$ cat src/rtl/baccarat_pkg.sv
// Shared types and card helpers for the baccarat dealing controller.
package baccarat_pkg;

    // One state per committed card or per draw decision, plus the final result.
    typedef enum logic [3:0] {
        S_P1     = 4'd0,
        S_D1     = 4'd1,
        S_P2     = 4'd2,
        S_D2     = 4'd3,
        S_EVAL1  = 4'd4,
        S_P3     = 4'd5,
        S_EVAL2  = 4'd6,
        S_D3     = 4'd7,
        S_RESULT = 4'd8
    } state_t;

    // Code 0 means the player has no third card.
    localparam logic [3:0] CARD_NONE    = 4'd0;
    // Dealer totals at or above this always stand, whatever the player drew.
    localparam logic [3:0] BANKER_STAND = 4'd7;

    // Ace..nine keep their face value; tens, court cards, "none" and the
    // unused codes 14/15 all count as zero.
    function automatic logic [3:0] card_value(input logic [3:0] code);
        if (code >= 4'd1 && code <= 4'd9) begin
            return code;
        end
        return CARD_NONE;
    endfunction

endpackage

$ cat src/rtl/deal_sequencer_if.sv
// Bundle of signals between the dealing controller and the card datapath.
// The controller is the master: it drives the load enables and the result
// indicators, and it reads back the scores and the player's third card.
interface deal_sequencer_if;
    logic [3:0] pscore;
    logic [3:0] dscore;
    logic [3:0] pcard3;
    logic       load_pcard1;
    logic       load_pcard2;
    logic       load_pcard3;
    logic       load_dcard1;
    logic       load_dcard2;
    logic       load_dcard3;
    logic       player_win_light;
    logic       dealer_win_light;
    logic [2:0] cards_dealt;
    logic       hand_done;

    modport master (
        input  pscore, dscore, pcard3,
        output load_pcard1, load_pcard2, load_pcard3,
        output load_dcard1, load_dcard2, load_dcard3,
        output player_win_light, dealer_win_light, cards_dealt, hand_done
    );

    modport slave (
        output pscore, dscore, pcard3,
        input  load_pcard1, load_pcard2, load_pcard3,
        input  load_dcard1, load_dcard2, load_dcard3,
        input  player_win_light, dealer_win_light, cards_dealt, hand_done
    );
endinterface

$ cat src/rtl/banker_rule.sv
// Dealer third-card rule: decides from the dealer total and the value of the
// player's third card whether the dealer takes a third card.
module banker_rule
    import baccarat_pkg::*;
(
    input  logic [3:0] dscore,
    input  logic [3:0] p3value,
    output logic       draw
);

    // Low totals always draw, 7 and above (including out-of-range totals)
    // stand, and 3..6 depend on what the player's third card was worth.
    always_comb begin
        draw = 1'b0;
        if (dscore < BANKER_STAND) begin
            case (dscore)
                4'd0, 4'd1, 4'd2: draw = 1'b1;
                4'd3:             draw = (p3value != 4'd8);
                4'd4:             draw = (p3value >= 4'd2) && (p3value <= 4'd7);
                4'd5:             draw = (p3value >= 4'd4) && (p3value <= 4'd7);
                4'd6:             draw = (p3value >= 4'd6) && (p3value <= 4'd7);
                default:          draw = 1'b0;
            endcase
        end
    end

endmodule

$ cat src/rtl/deal_sequencer.sv
// Baccarat dealing controller. Each slow_clock edge commits one card or one
// draw decision; the datapath captures a card on the edge that leaves the
// state whose load enable is high.
module deal_sequencer
    import baccarat_pkg::*;
#(
    parameter int NATURAL_MIN      = 8,
    parameter int PLAYER_STAND_MIN = 6
) (
    input  logic             slow_clock,
    input  logic             reset,
    deal_sequencer_if.master bus
);

    localparam logic [3:0] NATURAL_MIN_4  = 4'(NATURAL_MIN);
    localparam logic [3:0] PLAYER_STAND_4 = 4'(PLAYER_STAND_MIN);

    // Load enable vector order: {pcard1, dcard1, pcard2, dcard2, pcard3, dcard3}
    localparam logic [5:0] LOAD_P1 = 6'b100000;

    state_t     r_state;
    state_t     w_nextState;
    logic [5:0] r_loads;
    logic [2:0] r_cardsDealt;
    logic       r_handDone;
    logic [3:0] w_p3Value;
    logic       w_bankerDraw;
    logic       w_inLoadState;
    logic       w_stateLegal;

    // Only one enable per state, so the outputs can never overlap.
    function automatic logic [5:0] loadsFor(input state_t s);
        case (s)
            S_P1:    return 6'b100000;
            S_D1:    return 6'b010000;
            S_P2:    return 6'b001000;
            S_D2:    return 6'b000100;
            S_P3:    return 6'b000010;
            S_D3:    return 6'b000001;
            default: return 6'b000000;
        endcase
    endfunction

    assign w_p3Value = card_value(bus.pcard3);

    banker_rule u_bankerRule (
        .dscore  (bus.dscore),
        .p3value (w_p3Value),
        .draw    (w_bankerDraw)
    );

    assign w_inLoadState = r_state inside {S_P1, S_D1, S_P2, S_D2, S_P3, S_D3};
    assign w_stateLegal  = r_state inside {S_P1, S_D1, S_P2, S_D2, S_EVAL1,
                                           S_P3, S_EVAL2, S_D3, S_RESULT};

    // Next-state decision. Naturals end the hand at once; otherwise the player
    // draws below the stand threshold, and a standing player lets the dealer
    // draw on 5 or less. Any unknown encoding restarts the hand.
    always_comb begin
        w_nextState = S_P1;
        case (r_state)
            S_P1:    w_nextState = S_D1;
            S_D1:    w_nextState = S_P2;
            S_P2:    w_nextState = S_D2;
            S_D2:    w_nextState = S_EVAL1;
            S_EVAL1: begin
                if (bus.pscore >= NATURAL_MIN_4 || bus.dscore >= NATURAL_MIN_4) begin
                    w_nextState = S_RESULT;
                end else if (bus.pscore < PLAYER_STAND_4) begin
                    w_nextState = S_P3;
                end else if (bus.dscore <= 4'd5) begin
                    w_nextState = S_D3;
                end else begin
                    w_nextState = S_RESULT;
                end
            end
            S_P3:     w_nextState = S_EVAL2;
            S_EVAL2:  w_nextState = w_bankerDraw ? S_D3 : S_RESULT;
            S_D3:     w_nextState = S_RESULT;
            S_RESULT: w_nextState = S_RESULT;
            default:  w_nextState = S_P1;
        endcase
    end

    // State register with registered Moore outputs taken from the state being
    // entered; the card counter steps on every edge that leaves a load state.
    always_ff @(posedge slow_clock or posedge reset) begin
        if (reset) begin
            r_state      <= S_P1;
            r_loads      <= LOAD_P1;
            r_cardsDealt <= 3'd0;
            r_handDone   <= 1'b0;
        end else begin
            r_state    <= w_nextState;
            r_loads    <= loadsFor(w_nextState);
            r_handDone <= (w_nextState == S_RESULT);
            if (!w_stateLegal) begin
                r_cardsDealt <= 3'd0;
            end else if (w_inLoadState && r_cardsDealt != 3'd6) begin
                r_cardsDealt <= r_cardsDealt + 3'd1;
            end
        end
    end

    assign bus.load_pcard1 = r_loads[5];
    assign bus.load_dcard1 = r_loads[4];
    assign bus.load_pcard2 = r_loads[3];
    assign bus.load_dcard2 = r_loads[2];
    assign bus.load_pcard3 = r_loads[1];
    assign bus.load_dcard3 = r_loads[0];
    assign bus.cards_dealt = r_cardsDealt;
    assign bus.hand_done   = r_handDone;

    // Lights follow the live scores, but only once the hand is over; a tie
    // lights both.
    assign bus.player_win_light = r_handDone && (bus.pscore >= bus.dscore);
    assign bus.dealer_win_light = r_handDone && (bus.dscore >= bus.pscore);

endmodule

$ cat src/flat_wrapper.sv
// flat-port wrapper written by rule: the top's interface ports become plain ports
module deal_sequencer_flat import baccarat_pkg::*;
#(
    parameter int NATURAL_MIN      = 8,
    parameter int PLAYER_STAND_MIN = 6
)
  (slow_clock, reset, bus_pscore, bus_dscore, bus_pcard3, bus_load_pcard1, bus_load_pcard2, bus_load_pcard3, bus_load_dcard1, bus_load_dcard2, bus_load_dcard3, bus_player_win_light, bus_dealer_win_light, bus_cards_dealt, bus_hand_done);
  deal_sequencer_if bus_i ();
  input  logic slow_clock;
  input  logic reset;
  input wire logic [$bits(bus_i.pscore)-1:0] bus_pscore;
  input wire logic [$bits(bus_i.dscore)-1:0] bus_dscore;
  input wire logic [$bits(bus_i.pcard3)-1:0] bus_pcard3;
  output wire logic [$bits(bus_i.load_pcard1)-1:0] bus_load_pcard1;
  output wire logic [$bits(bus_i.load_pcard2)-1:0] bus_load_pcard2;
  output wire logic [$bits(bus_i.load_pcard3)-1:0] bus_load_pcard3;
  output wire logic [$bits(bus_i.load_dcard1)-1:0] bus_load_dcard1;
  output wire logic [$bits(bus_i.load_dcard2)-1:0] bus_load_dcard2;
  output wire logic [$bits(bus_i.load_dcard3)-1:0] bus_load_dcard3;
  output wire logic [$bits(bus_i.player_win_light)-1:0] bus_player_win_light;
  output wire logic [$bits(bus_i.dealer_win_light)-1:0] bus_dealer_win_light;
  output wire logic [$bits(bus_i.cards_dealt)-1:0] bus_cards_dealt;
  output wire logic [$bits(bus_i.hand_done)-1:0] bus_hand_done;
  assign bus_i.pscore = bus_pscore;
  assign bus_i.dscore = bus_dscore;
  assign bus_i.pcard3 = bus_pcard3;
  assign bus_load_pcard1 = bus_i.load_pcard1;
  assign bus_load_pcard2 = bus_i.load_pcard2;
  assign bus_load_pcard3 = bus_i.load_pcard3;
  assign bus_load_dcard1 = bus_i.load_dcard1;
  assign bus_load_dcard2 = bus_i.load_dcard2;
  assign bus_load_dcard3 = bus_i.load_dcard3;
  assign bus_player_win_light = bus_i.player_win_light;
  assign bus_dealer_win_light = bus_i.dealer_win_light;
  assign bus_cards_dealt = bus_i.cards_dealt;
  assign bus_hand_done = bus_i.hand_done;
  deal_sequencer #(.NATURAL_MIN(NATURAL_MIN), .PLAYER_STAND_MIN(PLAYER_STAND_MIN)) u_core (.slow_clock(slow_clock), .reset(reset), .bus(bus_i));
endmodule
$ cat config.mk
export PLATFORM = sky130hd
export DESIGN_NAME = deal_sequencer_flat
export DESIGN_NICKNAME = d
export VERILOG_FILES = /design/src/rtl/baccarat_pkg.sv /design/src/rtl/deal_sequencer_if.sv /design/src/rtl/banker_rule.sv /design/src/rtl/deal_sequencer.sv /design/src/flat_wrapper.sv
export SDC_FILE = /design/constraint.sdc
export NUM_CORES = 1
export LEC_CHECK = 0
export CAP_MARGIN = 30
export CORE_MARGIN = 8
export CORE_UTILIZATION = 43
export CTS_CLUSTER_DIAMETER = 80
export CTS_CLUSTER_SIZE = 28
export DETAILED_ROUTE_END_ITERATION = 10
export PLACE_DENSITY_LB_ADDON = 0.2
export SETUP_SLACK_MARGIN = 0.2
export SYNTH_ARGS = -nofsm -noshare
export SYNTH_HDL_FRONTEND = slang
export SYNTH_SLANG_ARGS = --single-unit
$ cat constraint.sdc
create_clock -name slow_clock -period 3.4 [get_ports slow_clock]
set_input_delay 0.34 -clock slow_clock [delete_from_list [all_inputs] [get_ports slow_clock]]
set_output_delay 0.34 -clock slow_clock [all_outputs]
set_load 0.02 [all_outputs]
==> metrics.txt <==
Synth Area in Adders=8.39%; Routability Congestion=0.749; status=completed; Core Rows=16; Synth async-reset ratio=100%; count of different cell masters after synthesis=42; Most used DFF post-synth=dfrtp_1; Worst Path Required=3.06 ns; Layout Nets=134; net switching fraction of the power=23.0%; Clock Sinks=14; post-synthesis register bit count=14; Syn. warnings=0; final wirelength=1.90 mm; Final ANT Viol Nets=0; setup TNS=0 ns; routed wl met3=112 um; CTS clk-pin slew, worst paths=0.09 ns; area share of the largest cell type after synthesis=36.4%; Power, Total=~0.00034 W; number of antenna violations at the first check in global routing=0; Hold Vio Cnt, Final=0; Mapped Area=between 800 and 900 um2; Fill cells=about 180; syn_nets=about 110; CP max FO=3; internal power=0.000262 W; number of global-route vias before repair=between 800 and 900; clk_skew=0.00695 ns; worst-margin pin slew=0.520 ns; # IOs=26; number of flops mapped to enable cells by yosys=0; top routing layer in use=met4; Hold WC Path Type=input port to async pin; post-synthesis xor/xnor area fraction=2.94%; post-synthesis compound-gate area fraction=23.2%; Slew HR=65.3%; n_diodes=0; logic gate share of total power=approximately 17%; hold buffers post-CTS=0; DRT met1 WL=about 800 um; sequential power share=48.9%; global-route wire length before repair=3.38 mm; DRC viols=0; clock share of power=34.6%; DR WL/cell=13.5 um; achievable frequency=around 360 MHz; Critical Setup Path Class=input port to output pin; pin count of the biggest net entering global routing=15; grt ovf=0; layout cell share with drive strength beyond 1=between 10% and 20%; detailed placement HPWL=between 1.5 and 2 mm; Max-Cap Viols=0; Final Cycle Share=81.2%; initial core utilization=45.6%; die area=3800 um2; CP Capture Type=output pin; routed length on met2=937 um; mux cell area share after synthesis=0%; unrepaired setup endpoints after global routing=false; total number of vias=753; Synth Area per Inst=10.3 um2; simple-gate portion of the synthesized area=20.8%; synthesis-to-layout area growth=34.3%; CTS resizes=0; Cells after Synth=87; Horiz. Die Dim=slightly above 60 um; CTS Root Cell=clkbuf_4; total CTS buffers=3; GRT Util Overall=11.6%; Worst VDD drop=0.000156 V; Worst Path Arrival=between 2 and 2.5 ns; post-DR vias/cell=5.38; main area contributors after synthesis=dfrtp_1 (36%), ha_1 (8.4%), inv_1 (3.8%); Final setup viols=0; startpoint type of the worst setup path=input port; post-CTS setup buffer count=0; leakage=0.509 nW; TritonCTS clock tree=yes; CTS H-tree depth=1; Core Area=1960 um2; Die Ht=61.6 um; sequential share of the synthesized area=about 39%; Port Buf Inserts=25; later-pin clock latency in the skew report=0.27 ns; TritonRoute pass-1 iters=4; min cycle time layout=2.76 ns; Slew Viols, Final=0; PD cells=283 nW/um2; top-count cell post-synth=dfrtp_1; Post-synth top cells=dfrtp_1 (13), inv_1 (9), ha_1 (6), nor2_1 (6), nor2b_1 (4); clock tree buffer depth=2; net switching power=0.0000784 W; Synth area leader=dfrtp_1; 1st-iter DRT viols=5; main combinational cell family by area after synthesis=compound AO/OA/AOI/OAI gates
==> routing by layer <==
metal,up-vias,track usage (%)
li1,367,-
met1,361,12.7
met2,23,20.4
met3,2,2.09
met4,0,6.82
met5,-,0
==> path summary, 6_finish.rpt <==
path	startpoint	to	slack [ns]	cells after the start
max	bus_dscore[1]	bus_player_win_light	0.64	8
min	reset	u_core.r_loads[0]$_DFF_PP0_	0.39	2
max reg2reg	u_core.r_state[2]$_DFF_PP0_	u_core.r_state[1]$_DFF_PP0_	1.96	4
min reg2reg	u_core.bus.cards_dealt[1]$_DFFE_PP0P_	u_core.bus.cards_dealt[1]$_DFFE_PP0P_	0.56	1
max in group asynchronous	reset	u_core.r_loads[5]$_DFF_PP1_	2.64	2
min in group slow_clock	u_core.bus.cards_dealt[1]$_DFFE_PP0P_	u_core.bus.cards_dealt[1]$_DFFE_PP0P_	0.56	1
==> layout by cell type, fill, tap and decap left out, types with 2 or more instances in the layout <==
master and n:
a32o_1 2, or2_1 2, nand2_1 3, nor2b_1 4, clkdlybuf4s50_1 25, nor2_1 6, nand2b_1 3, clkbuf_4 3
xnor2_1 2, inv_1 9, o21a_1 2, dfrtp_1 13, nand3b_1 2, ha_1 6, o221ai_1 2, and4_1 2
==> stage by stage <==
step	cells	area [um2]	setup slack [ns]	utilization, %	hold WS, ns
floorplan	87	895	1.47	-	0.229
global placement	136	1160	0.644	59.4	0.540
detailed placement	136	1160	0.619	59.4	0.550
CTS	140	1200	0.613	61.2	0.412
global route	140	1200	0.435	61.2	0.455
finish	140	1200	0.640	61.2	0.392
==> layout make-up <==
class / instances / area, um2 / share of cell area (%)
well taps: 27 / 33.8 / 2.81
multi-input cells: 61 / 495 / 41.3
inverters: 9 / 33.8 / 2.81
flip-flops and latches: 14 / 352 / 29.3
repair buffers: 25 / 250 / 20.8
clock buffers: 4 / 36.3 / 3.02
==> registers in the layout, summed over array words and instances, names as in the netlist <==
register                count
u_core.r_loads              6
u_core.r_state              4
u_core.bus.cards_dealt      3
u_core.bus.hand_done        1
==> kinds of logic (layout without fill, tap and decap cells) <==
family          count (synthesis)  in the layout
buf+inv                        12             38
flops                          14             14
compound gates                 22             22
xor+xnor                        3              3
simple gates                   30             30
fa+ha+maj                       6              6
==> power groups by stage <==
stage | Combinational [W] | Sequential (W) | Clock, W
2_1_floorplan | 0.0000276 | 0.000170 | 0
3_3_place_gp | 0.0000560 | 0.000170 | 0
3_5_place_dp | 0.0000574 | 0.000170 | 0
4_1_cts | 0.0000576 | 0.000166 | 0.000120
5_1_grt | 0.0000635 | 0.000166 | 0.000127
6_report | 0.0000563 | 0.000166 | 0.000118
==> critical path, stage by stage <==
cell             delay, ns
clkdlybuf4s50_1       0.50
inv_1                 0.06
ha_1                  0.29
nor2b_1               0.13
o21a_1                0.16
o21a_1                0.17
o31a_1                0.23
clkdlybuf4s50_1       0.54
Power figures use the tool's default switching activity.
